`src/rtl/sr_ff_driver.sv`:
```
// Purpose  : command-side driver for a bank of N SR flip-flops. Pulses s/r only on
//            bits that differ from the fed-back q, waits SETTLE cycles, verifies
//            the readback, retries up to RETRIES times, then reports done/err.
// Latency  : done arrives SETTLE+3 cycles after acceptance on a first-attempt pass.
//            Each retry adds SETTLE+2 cycles. Worst case is
//            (RETRIES+1)*(SETTLE+2)+1 cycles. An already-matching target
//            completes in 1 cycle.
// Backpress: req is sampled only while idle (busy=0). Requests arriving while
//            busy are dropped, not queued. The done cycle is idle, so a req
//            presented there is accepted.
//
// Ports:
//   clk     - single clock, rising edge
//   reset   - synchronous active-high reset; aborts any transaction, no done
//   req     - request strobe, sampled only in IDLE
//   target  - desired flip-flop word, captured on acceptance
//   q_fb    - q outputs of the driven flip-flops
//   s, r    - registered one-cycle set/reset pulses (never both high on a bit)
//   busy    - high from the cycle after acceptance until done
//   done    - one-cycle completion pulse
//   err     - verify failure, valid with done, held until the next acceptance
//   shadow  - last accepted target that completed with err=0
module sr_ff_driver #(
  parameter int N       = 8,
  parameter int SETTLE  = 2,
  parameter int RETRIES = 1
) (
  input  logic         clk,
  input  logic         reset,
  input  logic         req,
  input  logic [N-1:0] target,
  input  logic [N-1:0] q_fb,
  output logic [N-1:0] s,
  output logic [N-1:0] r,
  output logic         busy,
  output logic         done,
  output logic         err,
  output logic [N-1:0] shadow
);

  // The settle counter loads SETTLE-1 and counts down to 0, so it only has to
  // hold SETTLE-1. The attempt counter has to hold RETRIES.
  localparam int CNT_W = (SETTLE > 1) ? $clog2(SETTLE) : 1;
  localparam int ATT_W = (RETRIES > 0) ? $clog2(RETRIES + 1) : 1;

  localparam logic [CNT_W-1:0] CNT_LOAD  = CNT_W'(SETTLE - 1);
  localparam logic [ATT_W-1:0] ATT_LIMIT = ATT_W'(RETRIES);

  typedef enum logic [1:0] {
    ST_IDLE,
    ST_DRIVE,
    ST_SETTLE,
    ST_CHECK
  } state_t;

  state_t             state_q;
  logic [N-1:0]       tgt_q;
  logic [CNT_W-1:0]   cnt_q;
  logic [ATT_W-1:0]   att_q;
  logic [N-1:0]       s_q;
  logic [N-1:0]       r_q;
  logic               busy_q;
  logic               done_q;
  logic               err_q;
  logic [N-1:0]       shadow_q;

  // Reference word for the mask computation. In IDLE it is the incoming
  // target, because the masks for the first pulse are formed on the
  // acceptance edge. After that it is the captured target, so later changes
  // on target cannot leak into a retry.
  logic [N-1:0] ref_w;
  logic [N-1:0] set_d;
  logic [N-1:0] rst_d;
  logic         match_w;
  logic         retry_ok_w;

  always_comb begin
    ref_w      = (state_q == ST_IDLE) ? target : tgt_q;
    // The two masks are disjoint by construction: a bit is either
    // (ref=1, q=0) or (ref=0, q=1), never both. So s & r is always 0.
    set_d      = ref_w & ~q_fb;
    rst_d      = ~ref_w & q_fb;
    match_w    = ((set_d | rst_d) == '0);
    retry_ok_w = (att_q < ATT_LIMIT);
  end

  always_ff @(posedge clk) begin
    if (reset) begin
      state_q  <= ST_IDLE;
      tgt_q    <= '0;
      cnt_q    <= '0;
      att_q    <= '0;
      s_q      <= '0;
      r_q      <= '0;
      busy_q   <= 1'b0;
      done_q   <= 1'b0;
      err_q    <= 1'b0;
      shadow_q <= '0;
    end else begin
      // Pulses and done are single-cycle. They default low and are raised
      // only on the edge that starts them.
      s_q    <= '0;
      r_q    <= '0;
      done_q <= 1'b0;

      unique case (state_q)
        ST_IDLE: begin
          if (req) begin
            tgt_q <= target;
            att_q <= '0;
            err_q <= 1'b0;
            if (match_w) begin
              // Nothing to change: complete immediately without going busy.
              done_q   <= 1'b1;
              shadow_q <= target;
            end else begin
              s_q     <= set_d;
              r_q     <= rst_d;
              busy_q  <= 1'b1;
              state_q <= ST_DRIVE;
            end
          end
        end

        ST_DRIVE: begin
          // The pulse is visible during this cycle. Start the settle window next.
          cnt_q   <= CNT_LOAD;
          state_q <= ST_SETTLE;
        end

        ST_SETTLE: begin
          if (cnt_q == '0) begin
            state_q <= ST_CHECK;
          end else begin
            cnt_q <= cnt_q - CNT_W'(1);
          end
        end

        ST_CHECK: begin
          if (match_w) begin
            busy_q   <= 1'b0;
            done_q   <= 1'b1;
            shadow_q <= tgt_q;
            state_q  <= ST_IDLE;
          end else if (retry_ok_w) begin
            // Re-derive the masks from the present readback, so a retry
            // touches only the bits that are still wrong.
            s_q     <= set_d;
            r_q     <= rst_d;
            att_q   <= att_q + ATT_W'(1);
            state_q <= ST_DRIVE;
          end else begin
            busy_q  <= 1'b0;
            done_q  <= 1'b1;
            err_q   <= 1'b1;
            state_q <= ST_IDLE;
          end
        end

        default: begin
          state_q <= ST_IDLE;
        end
      endcase
    end
  end

  assign s      = s_q;
  assign r      = r_q;
  assign busy   = busy_q;
  assign done   = done_q;
  assign err    = err_q;
  assign shadow = shadow_q;

endmodule

```
`config.mk`:
```
export PLATFORM = sky130hd
export DESIGN_NAME = sr_ff_driver
export DESIGN_NICKNAME = d
export VERILOG_FILES = /design/src/rtl/sr_ff_driver.sv
export SDC_FILE = /design/constraint.sdc
export NUM_CORES = 1
export LEC_CHECK = 0
export CAP_MARGIN = 15
export CORE_MARGIN = 2
export CORE_UTILIZATION = 49
export DETAILED_ROUTE_END_ITERATION = 10
export GPL_TIMING_DRIVEN = 0
export PLACE_DENSITY_LB_ADDON = 0.25
export SLEW_MARGIN = 15
export SYNTH_ARGS = -nofsm -noshare
export SYNTH_HDL_FRONTEND = slang
export SYNTH_SLANG_ARGS = --single-unit
```
`constraint.sdc`:
```
create_clock -name clk -period 2.85 [get_ports clk]
set_input_delay 0.7125 -clock clk [delete_from_list [all_inputs] [get_ports clk]]
set_output_delay 0.7125 -clock clk [all_outputs]
set_load 0.01 [all_outputs]
```
* Word level (Yosys, flattened, before mapping)
Cells that the tools add are included.
Storage, ports and cells: flip-flop bits (word level) 39, input bits 19, output and inout port bits 27, logic and storage cells 80
Operators by class: reductions and logical operators 10, magnitude comparators 1, $add $sub $neg 2, bitwise gates (word level) 5, equality and inequality tests 12, mux-type cells 40
Operators with widths (number):
- 8-bit two-way mux | 12
- 8-bit one-hot mux with 2 select lines | 3
- 8-bit bitwise AND | 2
- 1-bit two-way mux | 16
- 2-bit != test, second input constant | 8
- 8-bit inverter | 2
- 4-bit AND reduction | 4
- 1-bit one-hot mux with 2 select lines | 5
- 8-bit logical NOT | 1
- 8-bit OR | 1
- 2-bit one-hot mux with 4 select lines | 1
- 2-bit two-way mux | 3
- 2-bit == test, second input constant | 2
- 2-bit nonzero test | 2
- 3-bit != test, second input constant | 1
- 3-bit AND reduction | 1
- 2-bit by 1-bit == test with 1-bit output, second input constant | 1
- 2-bit logical NOT | 1
- 2-bit AND reduction | 1
- 1-bit adder, second input constant | 1
- 1-bit less-than comparator, second input constant | 1
- 1-bit subtractor, second input constant | 1

* Depth between registers and ports, before layout
word-level depth 9, mapped depth 10, mapped depth without buffers 8

* Least setup slack after synthesis
No wires, ideal clock.
path type register to register, from register state_q[0], to register shadow_q[0], in the netlist shadow[0], data required time 2.716 ns, library setup time 0.134 ns, path slack 0.564 ns, arrival time 2.152 ns, stages on the path, launching flop included 11, path buffers 2, clock period less this slack 2.286 ns, cell sequence dfxtp_1 > inv_1 > ha_1 > buf_4 > mux2_2 > ha_1 > nand4_1 > o22ai_2 > and2_1 > buf_4 > a211oi_1
Between the ends: longest elaborated chain between the ends 8, elaborated cells between the ends (all ways) 14, those cells by class 4 x eq/ne; 2 x mux; 4 x bitwise; 4 x reduce/logical
Ends and longest elaborated chain:
- from (decl) | RTL line 56 | state_t state_q;
- from (signal assigned) | RTL line 89 | state_q <= ST_IDLE;
- from (signal assigned) | RTL line 120 | state_q <= ST_DRIVE;
- from (signal assigned) | RTL line 128 | state_q <= ST_SETTLE;
- 2-bit logical NOT | RTL line 78, 106
- 8-bit two-way mux | RTL line 78 | ref_w = (state_q == ST_IDLE) ? target : tgt_q;
- 8-bit inverter | RTL line 82 | rst_d = ~ref_w & q_fb;
- 8-bit bitwise AND | RTL line 82
- 8-bit OR | RTL line 83 | match_w = ((set_d | rst_d) == '0);
- 8-bit logical NOT | RTL line 83
- 2-bit != test (no line)
- 4-bit AND reduction (no line)
- to (signal assigned) | RTL line 115 | shadow_q <= target;
- to (signal assigned) | RTL line 143 | shadow_q <= tgt_q;
- to (decl) | RTL line 65 | logic [N-1:0] shadow_q;
Parallel ways exist; a longest one is shown, timed or not. A chain may end at the register's enable or synchronous reset.

* Worst setup path after layout
from input port target[7], to register s_q[2], in the netlist s[2]
Between the ends: longest elaborated chain between the ends 8, elaborated cells between the ends (all ways) 10, those cells by class 5 x mux; 4 x bitwise; 1 x reduce/logical
Ends and longest elaborated chain:
- from (decl) | RTL line 31 | input logic [N-1:0] target,
- 8-bit two-way mux * | RTL line 78
- 8-bit inverter | RTL line 82
- 8-bit bitwise AND | RTL line 82
- 8-bit OR * | RTL line 83
- 8-bit logical NOT * | RTL line 83
- 8-bit two-way mux | RTL line 112 | if (match_w) begin
- 8-bit two-way mux | RTL line 108 | if (req) begin
- 8-bit one-hot mux with 2 select lines * | RTL line 106 | unique case (state_q)
- to (signal assigned) | RTL line 117 | s_q <= set_d;
- to (signal assigned) | RTL line 148 | s_q <= set_d;
- to (decl) | RTL line 60 | logic [N-1:0] s_q;
Mark *: on every way between the ends. The rest lies on a longest branch, timed or not.

==> flow_summary.html <==
<table>
<tr><th>Metric</th><th>Value</th></tr>
<tr><th colspan="2">Global routing</th></tr>
<tr><td>Maximum number of pins on one net before global-route repair</td><td>13</td></tr>
<tr><td>Via count of the first global-routing pass</td><td>1464</td></tr>
<tr><td>Total grt overflow</td><td>0</td></tr>
<tr><td>GRT Total Usage</td><td>19.0%</td></tr>
<tr><td>Wire length of the first global-routing pass</td><td>6470 µm</td></tr>
<tr><td>Antenna violations before repair</td><td>0</td></tr>
<tr><th colspan="2">Synth</th></tr>
<tr><td>Leading area contributor after synthesis</td><td>dfxtp_1</td></tr>
<tr><td>Fraction of the mapped netlist area in simple logic gates</td><td>15.2%</td></tr>
<tr><td>Count of state elements after synthesis</td><td>39</td></tr>
<tr><td>Fraction of the mapped netlist area in compound gates</td><td>14.7%</td></tr>
<tr><td>Post-synthesis sequential area ratio</td><td>40.7%</td></tr>
<tr><td>Post-synthesis instance area</td><td>1920 µm²</td></tr>
<tr><td>Post-synth EDFFs</td><td>0</td></tr>
<tr><td>Number of distinct library cell variants in the gate-level netlist after synthesis</td><td>29</td></tr>
<tr><td>Ranking of synthesized cells by area</td><td>dfxtp_1 41%, ha_1 13%, and2_1 6.2%</td></tr>
<tr><td>Cells after synthesis</td><td>205</td></tr>
<tr><td>Count of yosys warnings during synthesis</td><td>0</td></tr>
<tr><td>Synthesized netlist net count</td><td>244</td></tr>
<tr><td>Combinational family with the most area after synthesis</td><td>simple AND/OR/NAND/NOR gates</td></tr>
<tr><td>Post-synthesis mux area share</td><td>9.38%</td></tr>
<tr><td>Arithmetic-cell share of the synthesized area counting full adders, half adders and majority gates</td><td>13.0%</td></tr>
<tr><td>Primary flip-flop cell chosen by synthesis mapping</td><td>dfxtp_1</td></tr>
<tr><td>Area fraction of the dominant cell type after synthesis</td><td>40.7%</td></tr>
<tr><td>Fraction of registers with async set/reset</td><td>0%</td></tr>
<tr><td>Mapped Avg Cell Area</td><td>9.37 µm²</td></tr>
<tr><td>XOR/XNOR Fraction of Synth Area</td><td>0%</td></tr>
<tr><th colspan="2">Clocking</th></tr>
<tr><td>CTS Root Cell</td><td>clkbuf_8</td></tr>
<tr><td>Clock latency on the worst-skew pair</td><td>0.29 ns</td></tr>
<tr><td>CTS Buffer Depth</td><td>2</td></tr>
<tr><td>Htree depth</td><td>2</td></tr>
<tr><td>Clock transition time at the flip-flop clock pins of the worst setup and hold paths</td><td>0.08 ns</td></tr>
<tr><td>Sink count of the clock tree</td><td>39</td></tr>
<tr><td>Inserted Clock Buffers</td><td>5</td></tr>
<tr><td>TritonCTS clock tree</td><td>yes</td></tr>
<tr><th colspan="2">Final layout</th></tr>
<tr><td>Most frequent cells in the layout</td><td>44 x clkdlybuf4s50_1, 39 x dfxtp_1, 21 x a21oi_1</td></tr>
<tr><td>Area overhead of the layout relative to synthesis</td><td>31.7%</td></tr>
<tr><td>Fraction of layout cells with a size suffix above 1</td><td>10.8%</td></tr>
<tr><td>Layout Nets</td><td>297</td></tr>
<tr><td>Most common library cell in the layout ignoring fill and taps</td><td>clkdlybuf4s50_1</td></tr>
<tr><td>Diodes inserted</td><td>0</td></tr>
<tr><td>Layout filler cell count</td><td>312</td></tr>
<tr><th colspan="2">Setup path</th></tr>
<tr><td>Maximum fanout along the worst path</td><td>10</td></tr>
<tr><td>Startpoint of the worst setup timing path</td><td>target[7]</td></tr>
<tr><td>Register-to-register setup slack</td><td>0.30 ns</td></tr>
<tr><td>Critical path cell sequence</td><td>clkdlybuf4s50_1 &gt; mux2_2 &gt; ha_1 &gt; nand4_1 &gt; buf_4 &gt; nor2_1 &gt; a2111oi_4 &gt; buf_4 &gt; and2_1</td></tr>
<tr><td>Required time of the worst setup path</td><td>3.08 ns</td></tr>
<tr><td>Highest cell delay on the worst timing path</td><td>0.44 ns</td></tr>
<tr><td>Critical path's slowest cell</td><td>clkdlybuf4s50_1</td></tr>
<tr><td>Number of cells traversed by the worst register-to-register path</td><td>11</td></tr>
<tr><td>Worst r2r src</td><td>state_q[0]</td></tr>
<tr><td>Destination of the worst register-to-register timing path</td><td>s[2]</td></tr>
<tr><td>Startpoint class of the critical path</td><td>input port</td></tr>
<tr><td>Worst Setup Path Type</td><td>in2reg</td></tr>
<tr><td>End point of the critical path</td><td>s[2]</td></tr>
<tr><td>Crit end category</td><td>flip-flop</td></tr>
<tr><td>Worst endpoint data arrival time</td><td>2.80 ns</td></tr>
<tr><td>Cell repeated most along the worst path</td><td>buf_4</td></tr>
<tr><th colspan="2">Routing</th></tr>
<tr><td>Average wire per cell in the routed design</td><td>12.8 µm</td></tr>
<tr><td>Number of remaining DRC errors</td><td>0</td></tr>
<tr><td>Iteration-0 DRC Markers</td><td>49</td></tr>
<tr><td>Total Wirelength</td><td>3940 µm</td></tr>
<tr><td>First-pass DRT Iterations</td><td>4</td></tr>
<tr><td>Routed via count divided by cell count</td><td>5.06</td></tr>
<tr><td>Count of antenna-violating nets left after detailed routing</td><td>0</td></tr>
<tr><td>Vias after detailed routing</td><td>1553</td></tr>
<tr><th colspan="2">STA</th></tr>
<tr><td>Relative slew slack</td><td>59.5%</td></tr>
<tr><td>Worst setup slack after layout</td><td>0.288 ns</td></tr>
<tr><td>Max-slew violation count</td><td>0</td></tr>
<tr><td>Minimum clock period after layout</td><td>2.56 ns</td></tr>
<tr><td>Worst hold slack across all endpoints</td><td>0.472 ns</td></tr>
<tr><td>Final hold violation count</td><td>0</td></tr>
<tr><td>Top achievable clock speed</td><td>390 MHz</td></tr>
<tr><td>Final number of setup-violating endpoints</td><td>0</td></tr>
<tr><td>Setup repair after global routing missed its margin</td><td>false</td></tr>
<tr><td>Worst-margin pin slew</td><td>0.605 ns</td></tr>
<tr><td>Final cycle utilization of the critical path</td><td>89.9%</td></tr>
<tr><td>Setup skew after layout</td><td>0.00899 ns</td></tr>
<tr><th colspan="2">Floorplan</th></tr>
<tr><td># IOs</td><td>46</td></tr>
<tr><td>Floorplan row count</td><td>22</td></tr>
<tr><td>Die H</td><td>66.6 µm</td></tr>
<tr><td>Core region area</td><td>3720 µm²</td></tr>
<tr><td>Die Area</td><td>4440 µm²</td></tr>
<tr><td>Effective utilization at floorplan</td><td>51.7%</td></tr>
<tr><td>Horizontal die dimension</td><td>66.6 µm</td></tr>
<tr><th colspan="2">Placed design</th></tr>
<tr><td>Setup slack at placement</td><td>-0.218 ns</td></tr>
<tr><td>Port buffer count</td><td>44</td></tr>
<tr><td>Total half-perimeter wirelength after legalization and detailed placement</td><td>2970 µm</td></tr>
<tr><td>Routability Congestion</td><td>0.911</td></tr>
<tr><th colspan="2">Power and ir drop</th></tr>
<tr><td>Relative contribution of the clock network to total power</td><td>17.9%</td></tr>
<tr><td>Net load switching power</td><td>0.749 mW</td></tr>
<tr><td>Gate power share</td><td>47.2%</td></tr>
<tr><td>Leakage dissipation</td><td>1.02 nW</td></tr>
<tr><td>VDD IR max</td><td>625 µV</td></tr>
<tr><td>PD cells</td><td>800 nW/µm²</td></tr>
<tr><td>Total internal power</td><td>1.27 mW</td></tr>
<tr><td>Sequential share of power</td><td>34.9%</td></tr>
<tr><td>Switching portion of total power</td><td>37.0%</td></tr>
<tr><th colspan="2">Job</th></tr>
<tr><td>Number of max-capacitance violations reported</td><td>0</td></tr>
<tr><th colspan="2">Min path</th></tr>
<tr><td>Hold Path Class</td><td>reg2reg</td></tr>
<tr><th colspan="2">Status</th></tr>
<tr><td>Status</td><td>finished clean</td></tr>
</table>
[state kept, by name, indices dropped and copies added (netlist names)]
name / flops
att_q: 1
cnt_q: 1
tgt_q: 8
done: 1
r: 8
shadow: 8
state_q: 2
busy: 1
err: 1
s: 8
[through the flow]
step	utilization (%)	setup TNS [ns]	cells	power, mW	area (µm²)
floorplan	-	0	205	1.34	1920
finish	68.0	0	307	2.02	2530
CTS	67.4	0	305	2.02	2510
detailed placement	65.2	-3.28	297	1.65	2420
global route	68.0	0	307	2.17	2530
global placement	65.2	-2.09	297	1.63	2420
[power groups by stage]
stage                     Combinational (mW)  Clock (mW)  Sequential (mW)
after detailed placement               0.933           0            0.721
after global routing                    1.07       0.390            0.719
final                                  0.955       0.362            0.707
after global placement                 0.915           0            0.716
after floorplan                        0.599           0            0.743
after CTS                              0.938       0.370            0.708
[cell type report]
class	instances	area (µm²)	share of cell area, %
Clock buffer	6	72.6	2.87
Clock inverter	2	12.5	0.495
Multi-Input combinational cell	135	1010	40.0
Tap cell	48	60.1	2.38
Inverter	20	75.1	2.97
Timing Repair Buffer	46	455	18.0
Buffer	11	60.1	2.38
Sequential cell	39	781	30.9
[repair_timing]
item / in CTS / in global routing
setup endpoints to repair: 0 / 9
gates resized for setup: 0 / 1
setup buffers: 0 / 2
hold buffers: 0 / 0
[logic make-up (layout without fill, tap and decap cells)]
| logic type | after synthesis | count (layout) |
|---|---|---|
| muxes | 17 | 17 |
| AOI/OAI and AO/OA | 41 | 41 |
| adders and majority gates | 20 | 20 |
| DFF | 39 | 39 |
| and+or+nand+nor | 57 | 57 |
| buffers and inverters | 31 | 85 |
[routing by layer]
layer | GRT usage [%] | routed length (µm) | vias to the layer above
li1 | - | - | 797
met1 | 22.1 | 1720 | 715
met2 | 34.8 | 2010 | 36
met3 | 4.39 | 179 | 5
met4 | 4.85 | 37 | 0
met5 | 0 | 0 | -
[how the worst min path moves through the flow]
stage / startpoint / to / slack (ns) / depth (start not counted)
3_3_place_gp: tgt_q[1] / tgt_q[1] / 0.45 / 2
2_1_floorplan: tgt_q[0] / tgt_q[0] / 0.45 / 2
4_1_cts: tgt_q[0] / tgt_q[0] / 0.47 / 2
3_5_place_dp: tgt_q[1] / tgt_q[1] / 0.46 / 2
5_1_grt: busy / busy / 0.51 / 2
6_report: tgt_q[0] / tgt_q[0] / 0.47 / 2
[Yosys cell counts (2+ instances only)]
cell and n:
nor3b_1 2, a21oi_1 21, clkbuf_1 4, buf_4 4
buf_2 2, nand2_1 20, nand2b_1 2, a211oi_1 10
nand4_1 3, o21ai_0 4, mux2i_1 9, ha_1 20
mux2_2 8, dfxtp_1 39, inv_1 20, and2_1 19
nor2_1 5, nor3_1 2
[critical path: cells and delay by family]
family	cells	cell delay, ns
buffers and inverters	3	0.83
and+or+nand+nor	3	0.32
muxes	1	0.31
AOI/OAI and AO/OA	1	0.31
adders and majority gates	1	0.30
Power figures use the tool's default switching activity.
